File: src/rtl/f8_mdu_pkg.sv
// ============================================================================
//  Module      : f8_mdu_pkg
//  Description : Shared opcode type and decode helpers for the iterative MDU.
//  Revision    : 1.0 - initial release
// ============================================================================
`default_nettype none

package f8_mdu_pkg;

    typedef enum logic [2:0] {
        MULU = 3'd0,
        MULS = 3'd1,
        MADU = 3'd2,
        MADS = 3'd3,
        DIVU = 3'd4,
        DIVS = 3'd5
    } mduop_t;

    function automatic logic is_signed(input mduop_t op);
        return (op == MULS) || (op == MADS) || (op == DIVS);
    endfunction

    function automatic logic is_div(input mduop_t op);
        return (op == DIVU) || (op == DIVS);
    endfunction

    function automatic logic is_mad(input mduop_t op);
        return (op == MADU) || (op == MADS);
    endfunction

endpackage

`default_nettype wire

File: src/rtl/mdu_signfix.sv
// ============================================================================
//  Module      : mdu_signfix
//  Description : Final-cycle sign correction, signed MAD add and flag logic.
//  Revision    : 1.0 - initial release
// ============================================================================
`default_nettype none

module mdu_signfix #(
    parameter int WIDTH = 16
) (
    input  logic                 i_is_div,
    input  logic                 i_is_signed,
    input  logic                 i_neg_main,
    input  logic                 i_neg_rem,
    input  logic [2*WIDTH-1:0]   i_prod,
    input  logic                 i_prod_carry,
    input  logic [2*WIDTH-1:0]   i_addend,
    input  logic [WIDTH-1:0]     i_quot,
    input  logic [WIDTH-1:0]     i_rem,
    input  logic [WIDTH-1:0]     i_dividend,
    input  logic                 i_div_zero,
    input  logic                 i_div_ovf,
    output logic [WIDTH-1:0]     o_res_lo,
    output logic [WIDTH-1:0]     o_res_hi,
    output logic                 o_z,
    output logic                 o_n,
    output logic                 o_c,
    output logic                 o_o
);

    localparam logic [WIDTH-1:0] C_MIN = {1'b1, {(WIDTH-1){1'b0}}};

    logic [2*WIDTH-1:0] w_prod_fix;
    logic [2*WIDTH:0]   w_sum;
    logic [WIDTH-1:0]   w_quot_fix;
    logic [WIDTH-1:0]   w_rem_fix;

    assign w_prod_fix = i_neg_main ? -i_prod : i_prod;
    // Addend is zero except for signed MAD; unsigned MAD was preloaded into the accumulator.
    assign w_sum      = {1'b0, w_prod_fix} + {1'b0, i_addend};
    assign w_quot_fix = i_neg_main ? -i_quot : i_quot;
    assign w_rem_fix  = i_neg_rem  ? -i_rem  : i_rem;

    always_comb begin
        o_res_lo = '0;
        o_res_hi = '0;
        o_z      = 1'b0;
        o_n      = 1'b0;
        o_c      = 1'b0;
        o_o      = 1'b0;
        if (i_is_div) begin
            if (i_div_zero) begin
                o_res_lo = '1;
                o_res_hi = i_dividend;
            end else if (i_div_ovf) begin
                o_res_lo = C_MIN;
                o_res_hi = '0;
            end else begin
                o_res_lo = w_quot_fix;
                o_res_hi = w_rem_fix;
            end
            o_z = (o_res_lo == '0);
            o_n = o_res_lo[WIDTH-1];
            o_o = i_div_zero | i_div_ovf;
        end else begin
            o_res_lo = w_sum[WIDTH-1:0];
            o_res_hi = w_sum[2*WIDTH-1:WIDTH];
            o_z      = (w_sum[2*WIDTH-1:0] == '0);
            o_n      = o_res_hi[WIDTH-1];
            o_c      = i_is_signed ? (o_res_hi != {WIDTH{o_res_lo[WIDTH-1]}})
                                   : (o_res_hi != '0);
            o_o      = w_sum[2*WIDTH] | i_prod_carry;
        end
    end

endmodule

`default_nettype wire

File: src/rtl/mdu_seq.sv
// ============================================================================
//  Module      : mdu_seq
//  Description : Iterative WIDTH-bit multiply / multiply-add / divide unit.
//  Revision    : 1.0 - initial release
// ============================================================================
`default_nettype none

module mdu_seq
    import f8_mdu_pkg::*;
#(
    parameter int WIDTH   = 16,
    parameter int FAST_DZ = 1
) (
    input  logic               clk,
    input  logic               reset,
    input  logic               start,
    input  mduop_t             op,
    input  logic [WIDTH-1:0]   op0,
    input  logic [WIDTH-1:0]   op1,
    input  logic [WIDTH-1:0]   op2,
    output logic               busy,
    output logic               done,
    output logic [WIDTH-1:0]   result_lo,
    output logic [WIDTH-1:0]   result_hi,
    output logic               z_out,
    output logic               n_out,
    output logic               c_out,
    output logic               o_out
);

    localparam int               C_CNT_W   = $clog2(WIDTH);
    localparam logic [WIDTH-1:0] C_MIN     = {1'b1, {(WIDTH-1){1'b0}}};
    localparam logic [1:0]       C_ST_IDLE = 2'd0;
    localparam logic [1:0]       C_ST_CALC = 2'd1;
    localparam logic [1:0]       C_ST_FIX  = 2'd2;

    logic [1:0]           r_state;
    logic [1:0]           w_state_next;
    logic [C_CNT_W-1:0]   r_cnt;
    mduop_t               r_op;
    logic                 r_neg_main;
    logic                 r_neg_rem;
    logic                 r_dz;
    logic                 r_ovf;
    logic [2*WIDTH:0]     r_acc;
    logic [2*WIDTH-1:0]   r_mcand;
    logic [2*WIDTH-1:0]   r_addend;
    logic [WIDTH-1:0]     r_mq;
    logic [WIDTH:0]       r_rem;
    logic [WIDTH-1:0]     r_div;
    logic [WIDTH-1:0]     r_dividend;
    logic                 r_done;
    logic [WIDTH-1:0]     r_res_lo;
    logic [WIDTH-1:0]     r_res_hi;
    logic [3:0]           r_flags;

    logic                 w_accept;
    logic                 w_fast_dz;
    logic                 w_sgn;
    logic                 w_neg0;
    logic                 w_neg1;
    logic [WIDTH-1:0]     w_mag0;
    logic [WIDTH-1:0]     w_mag1;
    logic [2*WIDTH-1:0]   w_op2_ext;
    logic [WIDTH+1:0]     w_shift;
    logic [WIDTH+1:0]     w_trial;
    logic [WIDTH-1:0]     w_fix_lo;
    logic [WIDTH-1:0]     w_fix_hi;
    logic                 w_fix_z;
    logic                 w_fix_n;
    logic                 w_fix_c;
    logic                 w_fix_o;

    assign w_accept  = (r_state == C_ST_IDLE) && start;
    assign w_fast_dz = (FAST_DZ != 0) && is_div(op) && (op1 == '0);
    assign w_sgn     = is_signed(op);
    assign w_neg0    = w_sgn & op0[WIDTH-1];
    assign w_neg1    = w_sgn & op1[WIDTH-1];
    assign w_mag0    = w_neg0 ? -op0 : op0;
    assign w_mag1    = w_neg1 ? -op1 : op1;
    assign w_op2_ext = w_sgn ? {{WIDTH{op2[WIDTH-1]}}, op2} : {{WIDTH{1'b0}}, op2};

    // Restoring divide step: shift in next dividend bit, keep difference if non-negative.
    assign w_shift   = {r_rem, r_mq[WIDTH-1]};
    assign w_trial   = w_shift - {2'b00, r_div};

    always_ff @(posedge clk) begin
        if (reset) begin
            r_state <= C_ST_IDLE;
        end else begin
            r_state <= w_state_next;
        end
    end

    always_comb begin
        w_state_next = r_state;
        case (r_state)
            C_ST_IDLE: if (start) w_state_next = w_fast_dz ? C_ST_FIX : C_ST_CALC;
            C_ST_CALC: if (r_cnt == '0) w_state_next = C_ST_FIX;
            C_ST_FIX:  w_state_next = C_ST_IDLE;
            default:   w_state_next = C_ST_IDLE;
        endcase
    end

    always_comb begin
        busy = (r_state != C_ST_IDLE);
    end

    always_ff @(posedge clk) begin
        if (reset) begin
            r_cnt      <= '0;
            r_op       <= MULU;
            r_neg_main <= 1'b0;
            r_neg_rem  <= 1'b0;
            r_dz       <= 1'b0;
            r_ovf      <= 1'b0;
            r_acc      <= '0;
            r_mcand    <= '0;
            r_addend   <= '0;
            r_mq       <= '0;
            r_rem      <= '0;
            r_div      <= '0;
            r_dividend <= '0;
            r_done     <= 1'b0;
            r_res_lo   <= '0;
            r_res_hi   <= '0;
            r_flags    <= '0;
        end else begin
            r_done <= (r_state == C_ST_FIX);
            if (w_accept) begin
                r_cnt      <= C_CNT_W'(WIDTH-1);
                r_op       <= op;
                r_neg_main <= w_neg0 ^ w_neg1;
                r_neg_rem  <= w_neg0;
                r_dz       <= is_div(op) && (op1 == '0);
                r_ovf      <= is_div(op) && w_sgn && (op0 == C_MIN) && (op1 == '1);
                r_acc      <= (is_mad(op) && !w_sgn) ? {1'b0, w_op2_ext} : '0;
                r_addend   <= (is_mad(op) &&  w_sgn) ? w_op2_ext : '0;
                r_mcand    <= {{WIDTH{1'b0}}, w_mag0};
                r_mq       <= is_div(op) ? w_mag0 : w_mag1;
                r_rem      <= '0;
                r_div      <= w_mag1;
                r_dividend <= op0;
            end else if (r_state == C_ST_CALC) begin
                r_cnt <= r_cnt - C_CNT_W'(1);
                if (is_div(r_op)) begin
                    if (!w_trial[WIDTH+1]) begin
                        r_rem <= w_trial[WIDTH:0];
                        r_mq  <= {r_mq[WIDTH-2:0], 1'b1};
                    end else begin
                        r_rem <= w_shift[WIDTH:0];
                        r_mq  <= {r_mq[WIDTH-2:0], 1'b0};
                    end
                end else begin
                    if (r_mq[0]) r_acc <= r_acc + {1'b0, r_mcand};
                    r_mcand <= r_mcand << 1;
                    r_mq    <= r_mq >> 1;
                end
            end else if (r_state == C_ST_FIX) begin
                r_res_lo <= w_fix_lo;
                r_res_hi <= w_fix_hi;
                r_flags  <= {w_fix_z, w_fix_n, w_fix_c, w_fix_o};
            end
        end
    end

    mdu_signfix #(
        .WIDTH (WIDTH)
    ) u_signfix (
        .i_is_div     (is_div(r_op)),
        .i_is_signed  (is_signed(r_op)),
        .i_neg_main   (r_neg_main),
        .i_neg_rem    (r_neg_rem),
        .i_prod       (r_acc[2*WIDTH-1:0]),
        .i_prod_carry (r_acc[2*WIDTH]),
        .i_addend     (r_addend),
        .i_quot       (r_mq),
        .i_rem        (r_rem[WIDTH-1:0]),
        .i_dividend   (r_dividend),
        .i_div_zero   (r_dz),
        .i_div_ovf    (r_ovf),
        .o_res_lo     (w_fix_lo),
        .o_res_hi     (w_fix_hi),
        .o_z          (w_fix_z),
        .o_n          (w_fix_n),
        .o_c          (w_fix_c),
        .o_o          (w_fix_o)
    );

    assign done      = r_done;
    assign result_lo = r_res_lo;
    assign result_hi = r_res_hi;
    assign z_out     = r_flags[3];
    assign n_out     = r_flags[2];
    assign c_out     = r_flags[1];
    assign o_out     = r_flags[0];

endmodule

`default_nettype wire

File: config.mk
export PLATFORM = sky130hd
export DESIGN_NAME = mdu_seq
export DESIGN_NICKNAME = d
export VERILOG_FILES = /design/src/rtl/f8_mdu_pkg.sv /design/src/rtl/mdu_signfix.sv /design/src/rtl/mdu_seq.sv
export SDC_FILE = /design/constraint.sdc
export NUM_CORES = 1
export LEC_CHECK = 0
export BUFFER_PORTS_ARGS = -buffer_cell sky130_fd_sc_hd__buf_2
export CORE_UTILIZATION = 56
export DETAILED_ROUTE_END_ITERATION = 7
export HOLD_SLACK_MARGIN = 0.03
export PLACE_DENSITY = 0.87
export SYNTH_ARGS = -nofsm -noshare
export SYNTH_HDL_FRONTEND = slang
export SYNTH_SLANG_ARGS = --single-unit
File: constraint.sdc
create_clock -name clk -period 4.2 [get_ports clk]
set_input_delay 1.05 -clock clk [delete_from_list [all_inputs] [get_ports clk]]
set_output_delay 1.05 -clock clk [all_outputs]
set_load 0.05 [all_outputs]
==> results_dict.tcl, run 1 <==
set metrics [dict create \
    status "finished, violations left" \
    violations "setup timing" \
    leakage_nw 6.95 \
    fin_setup_tns_ps -628 \
    cts_hold_buf 0 \
    synth_cells 1880 \
    pwr-share-clk_pct 31.5 \
    crit_fanout 5 \
    hold_viol 0 \
    yosysUniqueCellTypes 78 \
    path_class "reg2reg" \
    dpl.hpwl_um 33900 \
    drive_above_1_share_pct 16.8 \
    synth_top_cell_area_share_pct 27.7 \
    async_reset_ff_share_pct 0 \
    synthToLayoutAreaGrowth_pct 16.0 \
    arrival_ps 4730 \
    place_inst 2300 \
    layout.cells.non_filler 2349 \
    core.rowCount 57 \
    drc 0 \
    cp-end-kind "flop" \
    io_buffers 91 \
    swShare_pct 34.6 \
    syn-cell-area_um2 14200 \
    grt_pass1_wl_um 71100 \
    synth-main-ff-cell "dfxtp_1" \
    fin_ws_ps -203 \
    ios 92 \
    synth_top_cells_by_area "dfxtp_1 (28%), ha_1 (8.0%), a21oi_1 (7.4%)" \
    vias_per_cell 6.38 \
    final_cell_mix "nand2_1 (262), a21oi_1 (206), dfxtp_1 (195)" \
    setup-violations-final 4 \
    drv_cap 0 \
    antennaDiodeCount 0 \
    hold_path.class "reg2reg" \
    design_area_um2 16500 \
    yosysTopAreaCell "dfxtp_1" \
    seq_power_share_pct 42.0 \
    synth_nets 2028 \
    rsz0062_at_grt "true" \
    ys_seq_area_share_pct 27.7 \
    ys_warn_count 0 \
    initial_core_util_pct 57.8 \
    p_sw_mw 1.72 \
    finalPower_mw 4.96 \
    drtIter0Drc 1817 \
    slew_headroom_pct 11.5 \
    die_y_um 161 \
    seq_area_um2 3950 \
    grt_max_degree 73 \
    core_um2 24600 \
    antenna_found_initial 1 \
    avgSynthCellArea_um2 7.57 \
    synth_seq_cells 197 \
    clock_path_buffers 2 \
    nets 2160 \
    min_period_over_period_pct 105 \
    overflow 0 \
    wl_per_cell_um 19.2 \
    slew_violations 0 \
    fin_worst_skew_ps 14.5 \
    htree_levels 4 \
    required_ps 4530 \
    clock_latency_ps 450 \
    hold_path.startpoint "result_lo[10]" \
    power_density_nw_per_um2 301 \
    grt_pass1_vias 13900 \
    gp_congestion 1.06 \
    route.antenna.remaining_nets 0 \
    fp.dieW_um 161 \
    n_fill_cell 2023 \
    cts_buffers 17 \
    vias 15000 \
    vdd_drop_max_uv 229 \
    start_kind "flop" \
    fmax_mhz 227 \
    first_pass_iters 5 \
    grtUsageTotal_pct 34.1 \
    p_comb_share_pct 26.5 \
    worst_pin_slew_ps 1320 \
    fin_crit_ps 4400 \
    multiInputGateArea_um2 10000 \
    drt-total-wl_um 45100 \
    clk_pin_slew_ps 70 \
    dpl_cell_area_um2 15600 \
    cts_tree "built" \
    intPower_mw 3.24 \
    synth_edf_count 0 \
    critical_path.startpoint "r_acc[9]" \
    dieArea_um2 26000 \
    clock_sinks 197 \
    cts-root-buf "clkbuf_16" \
    layout_commonest_cell "nand2_1" \
    reg2reg_from "r_acc[9]" \
]
[cell usage after synthesis, types with 4 or more instances]
master    instances
xnor2_1         103
o21ai_1           6
o21bai_1         12
and3_1            9
a22oi_1          30
or3_1            25
nand2_1         263
o221ai_1          9
nand3b_1          4
o21ai_0         108
ha_1             91
or4_1             9
nor3_1           36
a21oi_1         210
o211ai_1         26
nor4_1           11
nor2b_1          20
xor2_1           48
nand3_1          41
o31ai_1          24
a22o_1           27
a21o_1           31
a311oi_1          4
a31oi_1          13
nor2_1          155
nand2b_1         30
mux2i_1          15
and2_1           11
o31a_1            4
or2_2             9
a221oi_1         13
o41ai_1           5
inv_1            49
a211oi_1         39
clkbuf_1         90
dfxtp_1         197
o21a_1           13
buf_1             9
nand4_1          15
[area by class of cell]
| type | instances | area share [%] |
|---|---|---|
| inverter | 49 | 1.11 |
| sequential | 197 | 23.9 |
| timing repair buffer | 218 | 8.58 |
| tap | 324 | 2.46 |
| clock inverter | 13 | 0.592 |
| clock buffer | 19 | 2.69 |
| multi-input combinational | 1529 | 60.6 |
[per-stage QoR]
step                setup WS, ps  utilization (%)  hold slack, ps
floorplan                  -13.1                -             436
global placement            -168             63.3             437
detailed placement          -237             63.3             444
CTS                         -160             66.0             452
global route                -419             67.0             480
finish                      -203             67.0             454
[path summary, 6_finish.rpt]
check             endpoint  slack (ps)  cells after the start
max             r_flags[1]        -200                     17
min          result_lo[10]         450                      2
max reg2reg     r_flags[1]        -200                     17
min reg2reg  result_lo[10]         450                      2
[per-layer routing]
layer  share of wire (%)  routed length (um)  global-route usage, %
met1                  42               18900                   45.5
met2                  44               20000                   53.2
met3                 9.2                4140                   5.65
met4                 4.5                2050                   17.2
met5                   0                   0                      0
[state kept, by name (all words and copies together), names as in the netlist, 2 cells and up]
| signal | flops |
|---|---|
| r_cnt | 4 |
| r_flags | 4 |
| r_mcand | 32 |
| r_acc | 33 |
| r_dividend | 16 |
| r_state | 2 |
| r_addend | 17 |
| r_rem | 17 |
| r_op | 3 |
| result_lo | 16 |
| r_mq | 16 |
| result_hi | 16 |
| r_div | 16 |
[logic make-up (layout without fill, tap and decap cells)]
logic type	after synthesis	in the layout	synth area share (%)
AOI/OAI and AO/OA	620	620	28.4
xor gates and xnor gates	151	151	9.30
DFF	197	197	27.7
and+or+nand+nor	649	649	20.9
buffers and inverters	154	299	4.20
muxes	15	15	1.06
adders and majority gates	94	94	8.43
[power by group through the flow]
stage,clock network [mW],registers (mW),logic (mW)
floorplan,0,2.11,0.853
global placement,0,2.12,1.21
detailed placement,0,2.12,1.24
CTS,1.56,2.08,1.26
global route,1.64,2.09,1.42
finish,1.56,2.09,1.31
[worst max-delay path, stage by stage (launching register included)]
cell and delay, ps:
dfxtp_1 310, or4_4 540, or3_4 370, nand2b_4 170
or4_4 450, o31ai_4 190, xnor2_1 160, ha_2 340
a21o_1 180, a21o_1 200, and2_1 170, a211oi_2 230
o31a_1 240, buf_4 140, nand4_1 130, nor4_2 290
a21o_1 120, a21oi_1 60
[repair_timing]
action / 4_1_cts / 5_1_grt
resized for setup: 11 / 43
pin swaps: 13 / 33
gates cloned: 0 / 0
setup endpoints to repair: 9 / 13
buffers inserted: 8 / 9
Power figures use the tool's default switching activity.
==> run 2, diff against run 1 <==
Settings changed: CTS_BUF_LIST from default to sky130_fd_sc_hd__clkbuf_16.
==> results_dict.tcl, run 2 (synthesis gave the netlist of run 1 again) <==
set metrics [dict create \
    reg2reg_from "r_acc[9]" \
    cp_top_family "simple AND/OR/NAND/NOR gates" \
    grtUsageTotal_pct 34.1 \
    cp.buffers_inverters 0 \
    min_period_over_period_pct 104 \
    slowest_delay_ps 540 \
    vias_per_cell 6.38 \
    path_class "reg2reg" \
    crit_fanout 5 \
    cpMaxStageDelayCell "or4_4" \
    first_pass_iters 7 \
    hold_path_depth 2 \
    layout_commonest_cell "nand2_1" \
    clock_path_buffers 2 \
    pwr-share-clk_pct 31.3 \
    drc 0 \
    largest_register "r_acc" \
    slew_headroom_pct 12.4 \
    hold_path.startpoint "result_lo[9]" \
    gp_congestion 1.06 \
    drt-total-wl_um 44900 \
    final_cell_mix "nand2_1 (261), a21oi_1 (206), dfxtp_1 (194)" \
    cts_buffers 17 \
    vias 15000 \
    antenna_found_initial 1 \
    leakage_nw 6.93 \
    critical_path.startpoint "r_acc[9]" \
    clk_pin_slew_ps 70 \
    start_kind "flop" \
    post-route-util_pct 66.8 \
    power_density_nw_per_um2 301 \
    antennaDiodeCount 0 \
    grt_pass1_vias 13900 \
    p_sw_mw 1.72 \
    fin_ws_ps -177 \
    grt_pass1_wl_um 71000 \
    cts_hold_buf 0 \
    route.antenna.remaining_nets 0 \
    intPower_mw 3.22 \
    cp_num_cells 17 \
    seq_power_share_pct 42.2 \
    violations "setup timing" \
    hold_viol 0 \
    worst_pin_slew_ps 1310 \
    initial_core_util_pct 57.8 \
    n_fill_cell 2019 \
    r2r_cells 17 \
    finalPower_mw 4.94 \
    largest_reg_flops 33 \
    drv_cap 0 \
    setup-violations-final 4 \
    status "finished, violations left" \
    slew_violations 0 \
    synthToLayoutAreaGrowth_pct 15.6 \
    core_um2 24600 \
    required_ps 4500 \
    arrival_ps 4680 \
    nets 2158 \
    rsz0062_at_grt "true" \
    fp.dieW_um 161 \
    wl_per_cell_um 19.1 \
    die_y_um 161 \
    grt_max_degree 73 \
    drive_above_1_share_pct 16.8 \
    htree_levels 4 \
    crit_chain "or4_4 > or3_4 > nand2b_4 > or4_4 > o31ai_4 > xnor2_1 > ha_2 > a21o_1 > a21o_1 > and2_4 > a211oi_4 > o31a_1 > nand3b_1 > nor4_2 > and3_1 > a311oi_1 > nor3_1" \
    drtIter0Drc 1774 \
    dieArea_um2 26000 \
    cts-root-buf "clkbuf_16" \
    overflow 0 \
    p_comb_share_pct 26.6 \
    fin_crit_ps 4380 \
    io_buffers 91 \
    dpl.hpwl_um 33900 \
    fin_worst_skew_ps 14.1 \
    cp-end-kind "flop" \
    core.rowCount 57 \
    swShare_pct 34.8 \
    vdd_drop_max_uv 230 \
    fmax_mhz 228 \
    hold_path.class "reg2reg" \
    ios 92 \
    clock_sinks 197 \
    clock_latency_ps 450 \
    cts_tree "built" \
    top_regs "r_acc (33), r_mcand (32)" \
]
[run 2: worst reg2reg max path, stage by stage, from the launching register on]
cell	delay [ps]
dfxtp_2	320
or4_4	540
or3_4	370
nand2b_4	170
or4_4	460
o31ai_4	190
xnor2_1	150
ha_2	340
a21o_1	200
a21o_1	170
and2_4	150
a211oi_4	240
o31a_1	230
nand3b_1	170
nor4_2	60
and3_1	170
a311oi_1	260
nor3_1	60
[run 2: cell type report]
cell class	instances	area, um2	area share (%)
timing repair buffer	216	1400	8.52
tap	324	405	2.47
sequential	197	3950	24.0
clock inverter	15	105	0.639
multi-input combinational	1529	9970	60.7
inverter	49	184	1.12
clock buffer	17	425	2.59
[run 2: per-layer routing]
layer	GRT usage [%]	vias to the layer above	part of all wire, %
li1	-	7045	-
met1	45.5	7003	42
met2	52.9	776	44
met3	5.83	155	9.0
met4	17.0	0	4.7
met5	0	-	0
[run 2: worst paths after layout]
| kind | slack [ps] | endpoint |
|---|---|---|
| max reg2reg | -180 | r_flags[3] |
| min reg2reg | 450 | result_lo[9] |
| min | 450 | result_lo[9] |
| max | -180 | r_flags[3] |
[run 2: per-stage QoR]
stage               setup TNS [ps]  setup slack [ps]  hold slack [ps]  instance area [um2]  instances
floorplan                    -13.1             -13.1              436                14300       1880
global placement              -419              -168              437                15600       2300
detailed placement            -816              -237              444                15600       2300
CTS                           -361              -157              452                16200       2341
global route                 -2000              -394              480                16400       2347
finish                        -498              -177              454                16400       2347
[run 2: repair_timing]
item / 4_1_cts / 5_1_grt
buffers inserted: 9 / 6
resized for setup: 10 / 43
endpoints found under the setup margin: 9 / 14
pin swaps: 13 / 33
endpoints found under the hold margin: 0 / 0
[run 2: power groups by stage]
stage / logic, mW / registers (mW) / clock network, mW
finish: 1.31 / 2.08 / 1.54
global route: 1.42 / 2.09 / 1.62
CTS: 1.26 / 2.08 / 1.54
detailed placement: 1.24 / 2.12 / 0
global placement: 1.21 / 2.12 / 0
floorplan: 0.853 / 2.11 / 0
